<file path="src/rtl/gpioctrl_pkg.sv">
// Shared encodings for the GPIO hardware initiator: command opcodes,
// register offsets and FSM state names.
package gpioctrl_pkg;

    localparam logic CMDCONFIGUREIO = 1'b0;
    localparam logic CMDSETDEBOUNCE = 1'b1;

    // CMD sits one 64-bit slot above DATA, expressed in bus words.
    function automatic int cmd_off(input int archbitsz);
        return 64 / archbitsz;
    endfunction

    typedef enum logic [3:0] {
        ST_INIT_CFGW,
        ST_INIT_CFGR,
        ST_INIT_DBNW,
        ST_INIT_DBNR,
        ST_IDLE,
        ST_XFER_OUT,
        ST_XFER_IN,
        ST_INTACK,
        ST_ERR
    } gpio_state_t;

endpackage

</file>
<file path="src/rtl/gpioctrl_xfer.sv">
// Single Wishbone transfer engine: strobe held through stall, cycle held
// until ack, ack timeout counted from strobe acceptance.
module gpioctrl_xfer
    import gpioctrl_pkg::*;
#(
    parameter int AW    = 15,
    parameter int DW    = 16,
    parameter int ACKTO = 255
) (
    input  logic            clk,
    input  logic            rst_n,
    input  logic            start,
    input  logic            we,
    input  logic [AW-1:0]   addr,
    input  logic [DW-1:0]   wdata,
    output logic            cyc,
    output logic            stb,
    output logic            bus_we,
    output logic [AW-1:0]   bus_addr,
    output logic [DW/8-1:0] sel,
    output logic [DW-1:0]   bus_dat,
    input  logic            bsy,
    input  logic            ack,
    input  logic [DW-1:0]   dat,
    output logic            done,
    output logic [DW-1:0]   rdata,
    output logic            timeout
);

    logic [7:0] cnt;

    // Acks only count once the strobe has been accepted.
    assign done    = cyc && !stb && ack;
    assign timeout = cyc && !stb && !ack && (cnt == 8'(ACKTO));
    assign rdata   = dat;

    always_ff @(posedge clk or negedge rst_n) begin
        if (!rst_n) begin
            cyc      <= 1'b0;
            stb      <= 1'b0;
            bus_we   <= 1'b0;
            bus_addr <= '0;
            sel      <= '0;
            bus_dat  <= '0;
            cnt      <= '0;
        end else if (!cyc) begin
            if (start) begin
                cyc      <= 1'b1;
                stb      <= 1'b1;
                bus_we   <= we;
                bus_addr <= addr;
                sel      <= '1;
                bus_dat  <= wdata;
                cnt      <= '0;
            end
        end else if (stb) begin
            cnt <= '0;
            if (!bsy) stb <= 1'b0;
        end else if (ack || timeout) begin
            cyc <= 1'b0;
        end else begin
            cnt <= cnt + 8'd1;
        end
    end

endmodule

</file>
<file path="src/rtl/gpioctrl.sv">
// GPIO hardware initiator: boots the slave, then services interrupts,
// buffered output writes and input polls over Wishbone.
module gpioctrl
    import gpioctrl_pkg::*;
#(
    parameter int ARCHBITSZ  = 16,
    parameter int IOCOUNT    = 1,
    parameter int TMASK      = 0,
    parameter int DBNCTHRESH = 0,
    parameter int CLKFREQ    = 1,
    parameter int BASEADDR   = 0,
    parameter int ACKTO      = 255,
    localparam int ADDRBITSZ = ARCHBITSZ - $clog2(ARCHBITSZ/8)
) (
    input  logic                   clk_i,
    input  logic                   rst_ni,
    output logic                   wb_cyc_o,
    output logic                   wb_stb_o,
    output logic                   wb_we_o,
    output logic [ADDRBITSZ-1:0]   wb_addr_o,
    output logic [ARCHBITSZ/8-1:0] wb_sel_o,
    output logic [ARCHBITSZ-1:0]   wb_dat_o,
    input  logic                   wb_bsy_i,
    input  logic                   wb_ack_i,
    input  logic [ARCHBITSZ-1:0]   wb_dat_i,
    input  logic                   intrqst_i,
    output logic                   intrdy_o,
    input  logic [IOCOUNT-1:0]     out_i,
    input  logic                   out_we_i,
    input  logic                   rd_req_i,
    output logic [IOCOUNT-1:0]     in_o,
    output logic                   in_vld_o,
    output logic                   rdy_o,
    output logic                   err_o
);

    localparam int AW = ARCHBITSZ - 1;
    localparam logic [ADDRBITSZ-1:0] DATA_ADDR = ADDRBITSZ'(BASEADDR);
    localparam logic [ADDRBITSZ-1:0] CMD_ADDR  = ADDRBITSZ'(BASEADDR + cmd_off(ARCHBITSZ));
    localparam logic [ARCHBITSZ-1:0] CFG_CMD = {CMDCONFIGUREIO, AW'(TMASK)};
    localparam logic [ARCHBITSZ-1:0] CFG_RSP = {CMDCONFIGUREIO, AW'(IOCOUNT)};
    localparam logic [ARCHBITSZ-1:0] DBN_CMD = {CMDSETDEBOUNCE, AW'(DBNCTHRESH)};
    localparam logic [ARCHBITSZ-1:0] DBN_RSP = {CMDSETDEBOUNCE, AW'(CLKFREQ)};

    gpio_state_t           state;
    logic                  launched, irq_rd, wr_pend, rd_pend;
    logic [IOCOUNT-1:0]    shadow;
    logic [1:0]            hold;
    logic                  start, req_we, done, timeout, fault;
    logic [ADDRBITSZ-1:0]  req_addr;
    logic [ARCHBITSZ-1:0]  req_wdata, rdata;

    always_comb begin
        req_we    = 1'b0;
        req_addr  = CMD_ADDR;
        req_wdata = '0;
        start     = !launched;
        case (state)
            ST_INIT_CFGW: begin req_we = 1'b1; req_wdata = CFG_CMD; end
            ST_INIT_CFGR: ;
            ST_INIT_DBNW: begin req_we = 1'b1; req_wdata = DBN_CMD; end
            ST_INIT_DBNR: ;
            ST_XFER_OUT:  begin req_we = 1'b1; req_addr = DATA_ADDR; req_wdata = ARCHBITSZ'(shadow); end
            ST_XFER_IN:   req_addr = DATA_ADDR;
            default:      start = 1'b0;
        endcase
    end

    assign fault = timeout
                || (done && state == ST_INIT_CFGR && rdata != CFG_RSP)
                || (done && state == ST_INIT_DBNR && rdata != DBN_RSP);

    gpioctrl_xfer #(.AW(ADDRBITSZ), .DW(ARCHBITSZ), .ACKTO(ACKTO)) u_xfer (
        .clk(clk_i), .rst_n(rst_ni), .start(start), .we(req_we), .addr(req_addr),
        .wdata(req_wdata), .cyc(wb_cyc_o), .stb(wb_stb_o), .bus_we(wb_we_o),
        .bus_addr(wb_addr_o), .sel(wb_sel_o), .bus_dat(wb_dat_o), .bsy(wb_bsy_i),
        .ack(wb_ack_i), .dat(wb_dat_i), .done(done), .rdata(rdata), .timeout(timeout)
    );

    always_ff @(posedge clk_i or negedge rst_ni) begin
        if (!rst_ni) begin
            state    <= ST_INIT_CFGW;
            launched <= 1'b0;
            irq_rd   <= 1'b0;
            wr_pend  <= 1'b0;
            rd_pend  <= 1'b0;
            shadow   <= '0;
            hold     <= '0;
            intrdy_o <= 1'b1;
            in_o     <= '0;
            in_vld_o <= 1'b0;
            rdy_o    <= 1'b0;
            err_o    <= 1'b0;
        end else begin
            in_vld_o <= 1'b0;
            if (start) launched <= 1'b1;
            if (done || timeout) launched <= 1'b0;
            if (out_we_i) shadow <= out_i;
            // A pulse in the launch cycle is newer than what the engine captured.
            if (out_we_i) wr_pend <= 1'b1;
            else if (start && state == ST_XFER_OUT) wr_pend <= 1'b0;
            if (rd_req_i) rd_pend <= 1'b1;
            else if (start && state == ST_XFER_IN && !irq_rd) rd_pend <= 1'b0;

            if (fault) begin
                state <= ST_ERR;
                err_o <= 1'b1;
                rdy_o <= 1'b0;
            end else begin
                case (state)
                    ST_INIT_CFGW: if (done) state <= ST_INIT_CFGR;
                    ST_INIT_CFGR: if (done) state <= ST_INIT_DBNW;
                    ST_INIT_DBNW: if (done) state <= ST_INIT_DBNR;
                    ST_INIT_DBNR: if (done) begin state <= ST_IDLE; rdy_o <= 1'b1; end
                    ST_IDLE: begin
                        if (intrqst_i) begin
                            state  <= ST_XFER_IN;
                            irq_rd <= 1'b1;
                        end else if (wr_pend) begin
                            state  <= ST_XFER_OUT;
                        end else if (rd_pend) begin
                            state  <= ST_XFER_IN;
                            irq_rd <= 1'b0;
                        end
                    end
                    ST_XFER_OUT: if (done) state <= ST_IDLE;
                    ST_XFER_IN: if (done) begin
                        in_o     <= rdata[IOCOUNT-1:0];
                        in_vld_o <= 1'b1;
                        if (irq_rd) begin
                            state    <= ST_INTACK;
                            intrdy_o <= 1'b0;
                            hold     <= '0;
                        end else begin
                            state <= ST_IDLE;
                        end
                    end
                    // One low cycle acknowledges; two more keep the stale request masked.
                    ST_INTACK: begin
                        intrdy_o <= 1'b1;
                        hold     <= hold + 2'd1;
                        if (hold == 2'd2) state <= ST_IDLE;
                    end
                    ST_ERR: begin
                        wr_pend <= 1'b0;
                        rd_pend <= 1'b0;
                    end
                    default: state <= ST_ERR;
                endcase
            end
        end
    end

endmodule

</file>
<file path="config.mk">
export PLATFORM = sky130hd
export DESIGN_NAME = gpioctrl
export DESIGN_NICKNAME = d
export VERILOG_FILES = /design/src/rtl/gpioctrl_pkg.sv /design/src/rtl/gpioctrl_xfer.sv /design/src/rtl/gpioctrl.sv
export SDC_FILE = /design/constraint.sdc
export NUM_CORES = 1
export LEC_CHECK = 0
export ABC_AREA = 1
export BUFFER_PORTS_ARGS = -buffer_cell sky130_fd_sc_hd__buf_2
export CAP_MARGIN = 10
export CORE_ASPECT_RATIO = 0.75
export CORE_UTILIZATION = 50
export CTS_BUF_LIST = sky130_fd_sc_hd__clkbuf_4
export DETAILED_ROUTE_END_ITERATION = 16
export HOLD_SLACK_MARGIN = 0.15
export PLACE_DENSITY = 0.77
export SETUP_SLACK_MARGIN = 0.1
export SLEW_MARGIN = 20
export SYNTH_ARGS = -nofsm -noshare
export SYNTH_HDL_FRONTEND = slang
export SYNTH_HIERARCHICAL = 1
export SYNTH_SLANG_ARGS = --single-unit
export TNS_END_PERCENT = 10
</file>
<file path="constraint.sdc">
create_clock -name clk_i -period 1.8 [get_ports clk_i]
set_input_delay 0.27 -clock clk_i [delete_from_list [all_inputs] [get_ports clk_i]]
set_output_delay 0.27 -clock clk_i [all_outputs]
set_load 0.1 [all_outputs]
</file>
==> summary.md <==
| Metric | Value |
|---|---|
| Result of the run | finished clean |
| Core occupancy in the finished layout | 0.688 |
| Number of synthesis warnings | 6 |
| Sequential cell area fraction in the yosys report | 0.476 |
| Power share of the combinational group | 0.139 |
| Highest-delay cell along the critical path | dfrtp_4 |
| Die Y-Extent | 70.3 µm |
| Number of sinks driven by the clock tree | 59 |
| Crit path arrival time | 2.02 ns |
| Crit path capture type | flip-flop |
| Final hold vios | 0 |
| Peak ir drop on the vdd network | 0.000465 V |
| Max incr delay on CP | 0.50 ns |
| Kind of start point of the critical path | flip-flop |
| Top cells by count, synth | 69 x nand2_1, 58 x dfrtp_1, 39 x inv_1, 33 x nor2_1 |
| Max Transition Viols Final | 0 |
| Reported max-cap violation count | 0 |
| Clock share of power | 0.381 |
| Initial DRC Count | 85 |
| Largest delay contributor family on the critical path | simple AND/OR/NAND/NOR gates |
| Path depth of the worst reg2reg path | 11 |
| Unrepaired setup endpoints after global routing | true |
| Aggregate routed wire length | 6980 µm |
| Remaining design rule violation count | 0 |
| Main flop type after synthesis | dfrtp_1 |
| Period utilisation layout | 0.959 |
| Worst-skew pair later-pin latency | 0.41 ns |
| Top-count cell post-synth | nand2_1 |
| Placement Rows | 24 |
| Worst setup slack for register-to-register paths | 0.07 ns |
| Crit path buf inv count | 4 |
| Peak clock frequency supported by timing | 579 MHz |
| Footprint of the multi-input gates | 0.00145 mm² |
| Leftover overflow at the end of global routing | 0 |
| Number of antenna-violating nets in the routed design | 0 |
| DIE AREA | 0.00654 mm² |
| Final setup violation count | 0 |
| CTS tree | done |
| Number of flip-flops and latches in the synthesized netlist | 59 |
| CTS max path bufs | 2 |
| Biggest area contributors in the synthesized netlist | dfrtp_1 47%, mux2_2 9.4%, nand2_1 8.3%, buf_4 4.8%, inv_1 4.7% |
| Part of the power in registers | 0.480 |
| Die width | 93.0 µm |
| Startpoint of the most critical register-to-register path | u_xfer/stb |
| Total leakage power | 2.12 nW |
| Proportion of register bits with asynchronous set or reset after synthesis | 1.00 |
| Vias per cell | 4.88 |
| FILL cells | 461 |
| Initial cell density of the core | 0.525 |
| Worst slack at placement | 0.0836 ns |
| Largest driver fanout on the critical path | 6 |
| Time the final worst path needs with I/O delays and setup | 1.73 ns |
| Gpl congestion | 0.955 |
| Final worst clock skew | 0.0151 ns |
| Routed WL per cell | 12.9 µm |
| Port Buffer Count | 64 |
| Share of Yosys cell area claimed by the top area cell type | 0.467 |
| Number of enable-type register cells in the synthesized netlist | 0 |
| Count of unique library cells instantiated by Yosys | 35 |
| Final Net Count | 484 |
| All-layer global routing usage | 0.230 |
| Data required time at the worst endpoint | 2.09 ns |
| Detailed-router iteration count before antenna repair | 4 |
| Synthesized area per cell | 9.14 µm² |
| Most repeated library cell on the critical path | nand2_4 |
| Number of CTS-inserted buffers | 9 |
| Number of H-tree levels | 3 |
| Post-route worst setup slack | 0.0741 ns |
| Power per standard cell area | 704 mW/mm² |
| Capturing point of the worst reg2reg path | state[2] |
| Cells after synthesis | 340 |
| Placeable Area | 0.00592 mm² |
| End of the worst hold path | u_xfer/cyc |
| Cell-internal power | 2.02 mW |
| Number of antenna violations at the first check in global routing | 0 |
| Vias in the first global route | 2,608 |
| Fraction of layout cells with a size suffix above 1 | 0.428 |
| Startpoint of the tightest hold check path | wb_ack_i |
| Detailed-placement wirelength estimate | 4790 µm |
| Mapped cell area | 0.00311 mm² |
| Cell depth of the worst min-delay path | 5 |
| Net switching share of the total power | 0.295 |
| Antenna cell count | 0 |
| Sequential Area | 0.00149 mm² |
| Clock tree root driver cell | clkbuf_4 |
| Global-route wire length before repair | 11,500 µm |
| Worst Path Class, Setup | flip-flop to flip-flop |
| Net switching power figure | 0.845 mW |
| Overall power of the completed layout | 2.87 mW |
| Critical-path cell list | inv_4 -> nand3_1 -> inv_2 -> inv_1 -> nor2_2 -> nand2_4 -> nand2_4 -> nor2_4 -> clkbuf_16 -> nand3_2 -> nand2_2 |
| Cell accounting for the most synthesized area | dfrtp_1 |
| CTS clk-pin slew, worst paths | 0.11 ns |
| Via count | 2,639 |
| Synthesis-to-layout area growth | 30.9% |
| Count of boundary I/O pins | 65 |
| Min-Delay Path Class | primary input to flip-flop |
| Pin count of the biggest net entering global routing | 60 |
routing by layer:
layer / part of all wire / global-route usage / wire, µm / up-vias
met3: 0.070 / 0.0784 / 488 / 17
met1: 0.42 / 0.284 / 2940 / 1253
li1: - / - / - / 1272
met4: 0.021 / 0.104 / 144 / 0
met5: 0 / 0 / 0 / -
met2: 0.49 / 0.365 / 3400 / 97
tightest hold or removal path: stages:
cell and delay, ns:
buf_2 0.12, nor2_2 0.06, nand3_4 0.13, nand2_8 0.10, inv_2 0.06
placed cells by master (no fill, tap or decap), types with 2 or more instances in the layout:
| cell | n |
|---|---|
| buf_12 | 2 |
| a21oi_1 | 3 |
| nand3_2 | 6 |
| dfrtp_1 | 56 |
| dfrtp_4 | 2 |
| o21ai_2 | 5 |
| nor2_4 | 5 |
| nor2_1 | 26 |
| nand3_1 | 23 |
| clkinv_4 | 3 |
| clkinvlp_4 | 2 |
| nand2_1 | 62 |
| inv_4 | 2 |
| mux2_2 | 26 |
| inv_1 | 32 |
| bufinv_16 | 2 |
| nor2_2 | 10 |
| dlygate4sd3_1 | 8 |
| nand2_4 | 3 |
| nor3_1 | 2 |
| mux2_1 | 6 |
| clkbuf_4 | 10 |
| buf_2 | 64 |
| nand2_2 | 10 |
| buf_4 | 27 |
| nand4_1 | 7 |
| o21ai_0 | 4 |
| conb_1 | 28 |
| inv_2 | 10 |
area by class of cell:
type	instances	area share
clock buffers	10	0.0185
clock inverters	6	0.0221
inverters	46	0.0458
multi-input cells	239	0.357
flip-flops and latches	59	0.365
well taps	78	0.0240
repair buffers	103	0.167
worst max path at each step:
stage	from	endpoint	slack [ns]	cells after the start
6_report	u_xfer/stb	state[2]	0.07	11
2_1_floorplan	state[2]	u_xfer/bus_addr[2]	0.08	11
3_5_place_dp	state[1]	u_xfer/cnt[0]	0.08	14
3_3_place_gp	u_xfer/cyc	state[0]	0.10	13
4_1_cts	state[3]	u_xfer/bus_addr[13]	0.1	10
5_1_grt	u_xfer/cnt[5]	state[1]	-0.05	11
timing repair:
| action | in CTS | in global routing |
|---|---|---|
| cloned | 0 | 1 |
| buffers inserted | 1 | 12 |
| setup endpoints to repair | 32 | 52 |
| resized for setup | 5 | 25 |
| endpoints found under the hold margin | 65 | 0 |
| pin swaps | 0 | 8 |
| hold buffers | 8 | 0 |
power groups by stage:
| stage | clock [mW] | sequential, mW | combinational [mW] |
|---|---|---|---|
| final | 1.09 | 1.37 | 0.399 |
| after detailed placement | 0 | 1.40 | 0.387 |
| after CTS | 1.12 | 1.38 | 0.400 |
| after floorplan | 0 | 1.64 | 0.0692 |
| after global routing | 1.18 | 1.38 | 0.421 |
| after global placement | 0 | 1.40 | 0.382 |
kinds of logic after synthesis:
group	count (synthesis)	share of synthesized area
simple gates	159	0.242
buf+inv	69	0.118
flops	59	0.476
mux	32	0.116
compound gates	17	0.0362
fa+ha+maj	2	0.00805
other cells	1	0.00121
xor+xnor	1	0.00282
state kept, by name (all words and copies together), names as in the netlist, 2 cells and up:
signal           count
state                4
u_xfer/bus_dat      16
u_xfer/cnt           8
u_xfer/bus_addr     15
hold                 2
per-stage QoR:
stage	TNS, ns	cell area, µm²	hold slack (ns)	std cells
2_1_floorplan	0	3230	-0.0256	367
3_5_place_dp	0	3600	0.298	503
4_1_cts	0	3870	0.333	528
3_3_place_gp	0	3600	0.298	503
6_report	0	4070	0.351	541
5_1_grt	-0.434	4070	0.353	541
Power figures use the tool's default switching activity.
